===== config.mk =====
export PLATFORM = sky130hd
export DESIGN_NAME = spart_tx_arbiter
export DESIGN_NICKNAME = d
export VERILOG_FILES = /design/src/rtl/spart_tx_arbiter.sv
export SDC_FILE = /design/constraint.sdc
export NUM_CORES = 1
export LEC_CHECK = 0
export CORE_AREA = 2 2 70 65
export CTS_BUF_LIST = sky130_fd_sc_hd__clkbuf_16
export CTS_CLUSTER_SIZE = 24
export DETAILED_ROUTE_END_ITERATION = 10
export DIE_AREA = 0 0 72 67
export PLACE_DENSITY_LB_ADDON = 0.3
export SYNTH_ARGS = -nofsm -noshare
export SYNTH_HDL_FRONTEND = slang
export SYNTH_SLANG_ARGS = --single-unit
export TNS_END_PERCENT = 50

===== constraint.sdc =====
create_clock -name clk -period 4.5 [get_ports clk]
set_clock_uncertainty 0.1 [all_clocks]
set_input_delay 0.675 -clock clk [delete_from_list [all_inputs] [get_ports clk]]
set_output_delay 0.675 -clock clk [all_outputs]
set_load 0.03 [all_outputs]

===== src/rtl/spart_tx_arbiter.sv =====
// Round-robin arbiter that frames 16-bit words from two requesters into paced SPART byte writes.
// Define SPART_TX_CSUM_EN to append an XOR checksum byte to every frame.
module spart_tx_arbiter #(
   parameter logic [4:0]  HDR_TAG    = 5'b10100,
   parameter int unsigned GAP_CYCLES = 1
) (
   input  logic        clk,
   input  logic        rst,
   input  logic [1:0]  req_valid,
   input  logic [15:0] req_data0,
   input  logic [1:0]  req_addr0,
   input  logic [15:0] req_data1,
   input  logic [1:0]  req_addr1,
   output logic [1:0]  req_ack,
   input  logic        tbr,
   output logic        write,
   output logic [7:0]  data_out,
   output logic [1:0]  grant,
   output logic        busy
);

   localparam logic [1:0] S_IDLE  = 2'd0;
   localparam logic [1:0] S_LATCH = 2'd1;
   localparam logic [1:0] S_SEND  = 2'd2;
   localparam logic [1:0] S_GAP   = 2'd3;

`ifdef SPART_TX_CSUM_EN
   localparam logic [1:0] LAST_IDX = 2'd3;
`else
   localparam logic [1:0] LAST_IDX = 2'd2;
`endif

   localparam logic [3:0] GAP_LOAD = 4'(GAP_CYCLES);

   logic [1:0]  r_state;
   logic        r_last;
   logic        r_id;
   logic [1:0]  r_addr;
   logic [15:0] r_data;
   logic [1:0]  r_idx;
   logic [3:0]  r_gap;
   logic [1:0]  r_ack;
   logic [1:0]  r_grant;
   logic        r_busy;
   logic [7:0]  r_dout;

   logic        w_pick;
   logic        w_strobe;
   logic [7:0]  w_header;
   logic [7:0]  w_byte;

   // On a tie the requester that was not served last wins.
   always_comb begin
      w_pick = req_valid[1];
      if (req_valid == 2'b11) begin
         w_pick = ~r_last;
      end
   end

   assign w_header = {HDR_TAG, r_id, r_addr};

   always_comb begin
      w_byte = w_header;
      case (r_idx)
         2'd1:    w_byte = r_data[15:8];
         2'd2:    w_byte = r_data[7:0];
`ifdef SPART_TX_CSUM_EN
         2'd3:    w_byte = w_header ^ r_data[15:8] ^ r_data[7:0];
`endif
         default: w_byte = w_header;
      endcase
   end

   // The strobe fires in the same cycle tbr is seen high; data_out keeps the last byte otherwise.
   assign w_strobe = (r_state == S_SEND) && tbr;
   assign write    = w_strobe;
   assign data_out = w_strobe ? w_byte : r_dout;
   assign req_ack  = r_ack;
   assign grant    = r_grant;
   assign busy     = r_busy;

   always_ff @(posedge clk or negedge rst) begin
      if (!rst) begin
         r_state <= S_IDLE;
         r_last  <= 1'b1;
         r_id    <= 1'b0;
         r_addr  <= 2'b00;
         r_data  <= 16'h0000;
         r_idx   <= 2'd0;
         r_gap   <= 4'd0;
         r_ack   <= 2'b00;
         r_grant <= 2'b00;
         r_busy  <= 1'b0;
         r_dout  <= 8'h00;
      end else begin
         r_ack <= 2'b00;
         case (r_state)
            S_IDLE: begin
               if (|req_valid) begin
                  r_id    <= w_pick;
                  r_ack   <= w_pick ? 2'b10 : 2'b01;
                  r_grant <= w_pick ? 2'b10 : 2'b01;
                  r_busy  <= 1'b1;
                  r_state <= S_LATCH;
               end
            end
            S_LATCH: begin
               r_data  <= r_id ? req_data1 : req_data0;
               r_addr  <= r_id ? req_addr1 : req_addr0;
               r_last  <= r_id;
               r_idx   <= 2'd0;
               r_state <= S_SEND;
            end
            S_SEND: begin
               if (tbr) begin
                  r_dout  <= w_byte;
                  r_gap   <= GAP_LOAD;
                  r_state <= S_GAP;
               end
            end
            S_GAP: begin
               if (r_gap <= 4'd1) begin
                  if (r_idx == LAST_IDX) begin
                     r_grant <= 2'b00;
                     r_busy  <= 1'b0;
                     r_state <= S_IDLE;
                  end else begin
                     r_idx   <= r_idx + 2'd1;
                     r_state <= S_SEND;
                  end
               end else begin
                  r_gap <= r_gap - 4'd1;
               end
            end
            default: r_state <= S_IDLE;
         endcase
      end
   end

endmodule

==> metrics.md <==
| Metric | Value |
|---|---|
| Cell Rows | 22 |
| Relative slew slack | 24.75% |
| CTS max path bufs | 2 |
| Nets | 283 |
| Skew-Pair Late Insertion Delay | ~280 ps |
| Synth area leaders | dfrtp_1 51%, mux2i_1 10%, o21ai_0 6.1% |
| Die width | 72 µm |
| Die Footprint | 4824 µm² |
| Post-synth EDFFs | 0 |
| Worst setup path startpoint | tbr |
| Mux contribution to synthesized area | 10.75% |
| HP Start | r_data[4] |
| Ys flop type | dfrtp_1 |
| First-pass GRT wire length | 7058 µm |
| Layout cells sized above 1 | 7.950% |
| Final hold vios | 0 |
| Netlist Area Pre-Place | 1967 µm² |
| Post-CTS Setup Inserts | 0 |
| Internal Pwr Total | 0.001111 W |
| Vias | 1527 |
| Hold path endpoint | r_data[4] |
| Port Buffers | 54 |
| Maximum VDD drop | slightly above 0.0003 V |
| Post-DR vias/cell | approximately 5.3 |
| M1 wire length | 1956 µm |
| Synth cell count leaders | 40 x dfrtp_1, 30 x nand2_1, 24 x o21ai_0 |
| WL met3 | 165 µm |
| CTS Buf Count | 5 |
| Slack of the worst reg-to-reg path | 2440 ps |
| Post-route setup slack | 934.9 ps |
| #FFs+latches synth | 41 |
| Logic pwr share | 43.5% |
| Detailed Place HPWL | 2962 µm |
| Crit Reg-Reg Startpoint | r_state[1] |
| Asr flop ratio synth | 100.0% |
| CP Class | in2out |
| Post-Synth Simple-Gate Area | 11.13% |
| Fin crit period | 3565 ps |
| # IOs | 55 |
| Post-synth net total | 233 |
| Fin area | 2660 µm² |
| Clk network pwr share | 21.8% |
| Fill count | 337 |
| Die Y | roughly 67 µm |
| Reg clk slew, reported paths | 50 ps |
| Worst Reg-to-Reg Cells | 2 |
| Syn avg cell area | 10.46 µm² |
| R2r endpoint | r_last |
| Synth top area share | approximately half |
| DRC violations left | 0 |
| Largest net degree at the start of global routing | between 40 and 50 |
| Gp weighted congestion | roughly 0.73 |
| Fin Hold WS | 382.8 ps |
| Part of the power in registers | 34.7% |
| Cell with the most instances after synthesis | dfrtp_1 |
| Sequential area share after synthesis | between 50% and 60% |
| Yosys Warn Count | 0 |
| DR top layer | met4 |
| CTS Hold Bufs | 0 |
| Worst endpoint data arrival time | 2790 ps |
| Max Slew Vio Count | 0 |
| Final setup violation count | 0 |
| Least-Margin Pin Slew | 1129 ps |
| 1st-iter DRT viols | 120 |
| Sw Share | a little under two fifths |
| Cell Area, Placed | 2496 µm² |
| Vias in the first global route | 1527 |
| DP Worst Slack | about 920 ps |
| Adder-cell share of the synthesized area | 2.545% |
| GRT overflow | 0 |
| Worst-path maximum fanout | 18 |
| Met2 WL | around 2000 µm |
| Unrepaired setup endpoints after global routing | no |
| TNS Setup | 0 ps |
| First-pass iteration count of the detailed router | 4 |
| Hold path cells | 2 |
| Largest family of logic cells by synthesized area | compound AO/OA/AOI/OAI gates |
| CTS Sinks | 41 |
| HP Class | reg2reg |
| Synth Area in Compound Gates | 18.26% |
| Status | finished clean |
| Pwr dens | ~680 nW/µm² |
| Syn-to-layout area delta | 35.24% |
| Final cycle utilization of the critical path | 79.22% |
| WP data required | 3720 ps |
| Avg WL per Cell | 14.61 µm |
| Post-synth cell types | 35 |
| Drt total wl | 4193 µm |
| Root Buffer | clkbuf_16 |
| Maximum clock rate | approximately 0.28 GHz |
| CTS tree | built |
| All-Layer GR Usage | 19.35% |
| Initial Util | approximately 49% |
| P_sw | 0.0006880 W |
| Gate count after technology mapping | 188 |
| Synth Area in XOR/XNOR | 0% |
| CP Capture Type | primary output |
| Routed Antenna Nets | 0 |
| CTS H-tree lvls | 2 |
| Gates resized, CTS repair | 0 |
| Core area | just over 4000 µm² |
| Number of diodes | 0 |
| Crit start category | primary input |
| Leak Pwr | 1.186 nW |
| Initial antenna violation count | 0 |
| Area leader, netlist | dfrtp_1 |
| Maxcap violations | 0 |
flip-flops by register name (all words and copies together) (netlist names):
signal	cells
r_gap	4
r_id	1
r_data	16
r_dout	8
r_idx	2
r_state	2
r_last	1
req_ack	2
busy	1
r_addr	2
grant	2
power by group through the flow:
stage	clock network [W]	logic, W	registers [W]
floorplan	0	0.000541	0.000619
global placement	0	0.000765	0.000621
detailed placement	0	0.000781	0.000627
CTS	0.000398	0.000788	0.000622
global route	0.000413	0.000869	0.000643
finish	0.000391	0.000783	0.000624
cell families (layout without fill, tap and decap cells):
| kind of cell | count (synthesis) | count (layout) |
|---|---|---|
| buffers and inverters | 19 | 70 |
| AND/OR/NAND/NOR | 47 | 47 |
| adder cells (fa/ha/maj) | 4 | 4 |
| AO/OA/AOI/OAI | 56 | 56 |
| flip-flops | 41 | 41 |
| multiplexers | 21 | 21 |
final cells by class:
class | instances | area, µm² | area share (%)
tap | 48 | 60.06 | 2.258
multi-input combinational | 128 | 839.6 | 31.56
clock buffer | 5 | 125.1 | 4.704
inverter | 7 | 26.28 | 0.9878
timing repair buffer | 55 | 543.0 | 20.41
sequential | 41 | 1027 | 38.62
clock inverter | 3 | 38.79 | 1.458
per-layer routing:
metal | global-route usage [%] | vias to the layer above
met5 | 0 | -
met1 | 26.03 | 706
met4 | 8.019 | 0
met3 | 3.631 | 10
met2 | 30.67 | 39
li1 | - | 772
layout by cell type (no fill, tap or decap), types with 3 or more instances in the layout:
cell	instances
dfrtp_1	40
o21ai_0	24
o31ai_1	3
clkbuf_16	5
a21oi_1	4
a22oi_1	7
clkdlybuf4s50_1	53
mux2i_1	20
nor2_1	5
o211ai_1	4
ha_1	4
inv_1	8
nand2_1	30
through the flow:
| step | util [%] | instances | total power (W) |
|---|---|---|---|
| 2_1_floorplan | - | 188 | 0.001160 |
| 3_3_place_gp | 61.69 | 279 | 0.001385 |
| 3_5_place_dp | 61.69 | 279 | 0.001408 |
| 4_1_cts | 65.74 | 287 | 0.001808 |
| 5_1_grt | 65.74 | 287 | 0.001925 |
| 6_report | 65.74 | 287 | 0.001799 |
worst max-delay path by stage:
stage	endpoint	cells after the start	slack, ps
3_5_place_dp	data_out[4]	4	920
6_report	data_out[4]	4	930
3_3_place_gp	data_out[6]	4	950
4_1_cts	data_out[4]	4	920
2_1_floorplan	data_out[1]	6	1930
5_1_grt	data_out[4]	4	700
worst max-delay path, stage by stage:
cell and delay [ps]:
clkdlybuf4s50_1 480, nand3b_1 420, o31ai_1 460, clkdlybuf4s50_1 750
Power figures use the tool's default switching activity.
==> variant: new RTL, config.mk and constraints unchanged <==
Add a define of `SPART_TX_CSUM_EN`.
--- a/src/rtl/spart_tx_arbiter.sv
+++ b/src/rtl/spart_tx_arbiter.sv
@@ -1,4 +1,6 @@
 // Round-robin arbiter that frames 16-bit words from two requesters into paced SPART byte writes.
 // Define SPART_TX_CSUM_EN to append an XOR checksum byte to every frame.
+`define SPART_TX_CSUM_EN
+
 module spart_tx_arbiter #(
    parameter logic [4:0]  HDR_TAG    = 5'b10100,
Behaviour: not the same (Yosys sat finds a counterexample within 10 cycles, from zero or initial values and one cycle with rst low).
==> variant against the original RTL <==
- sequential power increased by 13%
- highest routed layer unchanged
- die area unchanged
- sequential cell count unchanged
- power increased by 17%
- synthesized cell count increased by 18%
- largest cell class unchanged
- area after synthesis increased by 9.9%
- cell area increased by 7.3%
- worst setup slack got worse by 0.084 ns
- routed wire length increased by 13%
==> variant: results (changes against the original RTL) <==
postPlaceCellArea_sq_um: 2690  # +7.8%
layoutNonFillerInstCount: 318  # +11%
synthDistinctLibCells: 38  # +8.6%
synthTopCellsByCount: "dfrtp_1 (40), nand2_1 (33), o21ai_0 (28), mux2i_1 (20), nor2_1 (12)"
multi_input_gates: 156  # +22%
htreeDepth: 2  # unchanged
status: "finished clean"
synth_adder_area_share_pct: 4.053  # +1.5 points
grt_pass1_vias: 1697  # +11%
path_clk_slew_ns: 0.05  # about the same
nNonClkBuffers: 55  # unchanged
synth_xor_area_share_pct: 4.053  # +4.1 points
grt_util_met1_pct: 29.31  # +3.3 points
multi_input_area_share_pct: 35.82  # +4.3 points
synthArstFlopShare_pct: 100.0  # unchanged
combPwrFrac_pct: 47.8  # +4.3 points
place_inst: 310  # +11%
synth-edff-count: 0  # unchanged
inv_count: 10  # +3
wl_per_cell_um: 14.90  # +2.0%
grt_use_total_pct: 21.93  # +2.6 points
synth_nets: 270  # +16%
clock_power_share_pct: 18.7  # -3.1 points
crit_fanout: 11  # -7
synthMuxAreaShare_pct: 9.786  # -0.96 points
drive_above_1_share_pct: 5.556  # -2.4 points
hold_path.class: "flop to flop"
via_per_inst: 5.522  # +3.8%
pwr_density_cell_nw_per_um2: 737.5  # +9.1%
wl_met3_um: 243  # +47%
critPathMaxStageDelay_ns: 0.72  # -0.03 ns
port_buffers: 54  # unchanged
fillers: 323  # -4.2%
post-route-util_pct: 70.53  # +4.8 points
met3_usage_pct: 5.295  # +1.7 points
final-clk-cell-share_pct: 5.743  # -0.42 points
pre_cts_slack_ns: 0.8564  # -0.06111 ns
buf_share_pct: 19.03  # -1.4 points
arrival_ns: 2.87  # +0.08 ns
synthTopCellsByArea: "dfrtp_1 (46%), mux2i_1 (9.3%), o21ai_0 (6.5%)"
first_iter_violations: 153  # +28%
synth_compound_area_share_pct: 18.30  # +0.041 points
place_congestion: 0.8210  # +12%
ir_worst_vdd_uv: 330.2  # +7.9%
grt_pass1_wl_mm: 7.948  # +13%
p_int_mw: 1.256  # +13%
met2WireLength_mm: 2.260  # +14%
grtUsageMet2_pct: 35.19  # +4.5 points
crit_path_top_delay_cell: "clkdlybuf4s50_1"
power_leakage_nw: 1.282  # +8.1%
ys_seq_area_share_pct: 47.54  # -4.7 points
wl_met1_mm: 2.187  # +12%
maxSlewHeadroom_pct: 24.15  # -0.60 points
place_hpwl_mm: 3.447  # +16%
-- variant: kinds of logic after synthesis --
| logic type | after synthesis |
|---|---|
| DFF | 41 |
| adders and majority gates | 7 |
| muxes | 21 |
| xor gates and xnor gates | 10 |
| and+or+nand+nor | 56 |
| buffers and inverters | 25 |
| AOI/OAI and AO/OA | 62 |
-- variant: final timing paths --
check	startpoint	endpoint	slack, ns	cells after the start
worst max-delay path	tbr	data_out[2]	0.85	6
worst min-delay path	r_dout[4]$_DFFE_PN0N_	r_dout[4]$_DFFE_PN0N_	0.39	2
worst max register to register	r_state[1]$_DFFE_PN0P_	r_last$_DFFE_PN1N_	2.45	2
worst min register to register	r_dout[4]$_DFFE_PN0N_	r_dout[4]$_DFFE_PN0N_	0.39	2
max in group asynchronous	rst	r_dout[2]$_DFFE_PN0N_	3.35	1
min in group asynchronous	rst	grant[0]$_DFFE_PN0P_	0.40	1
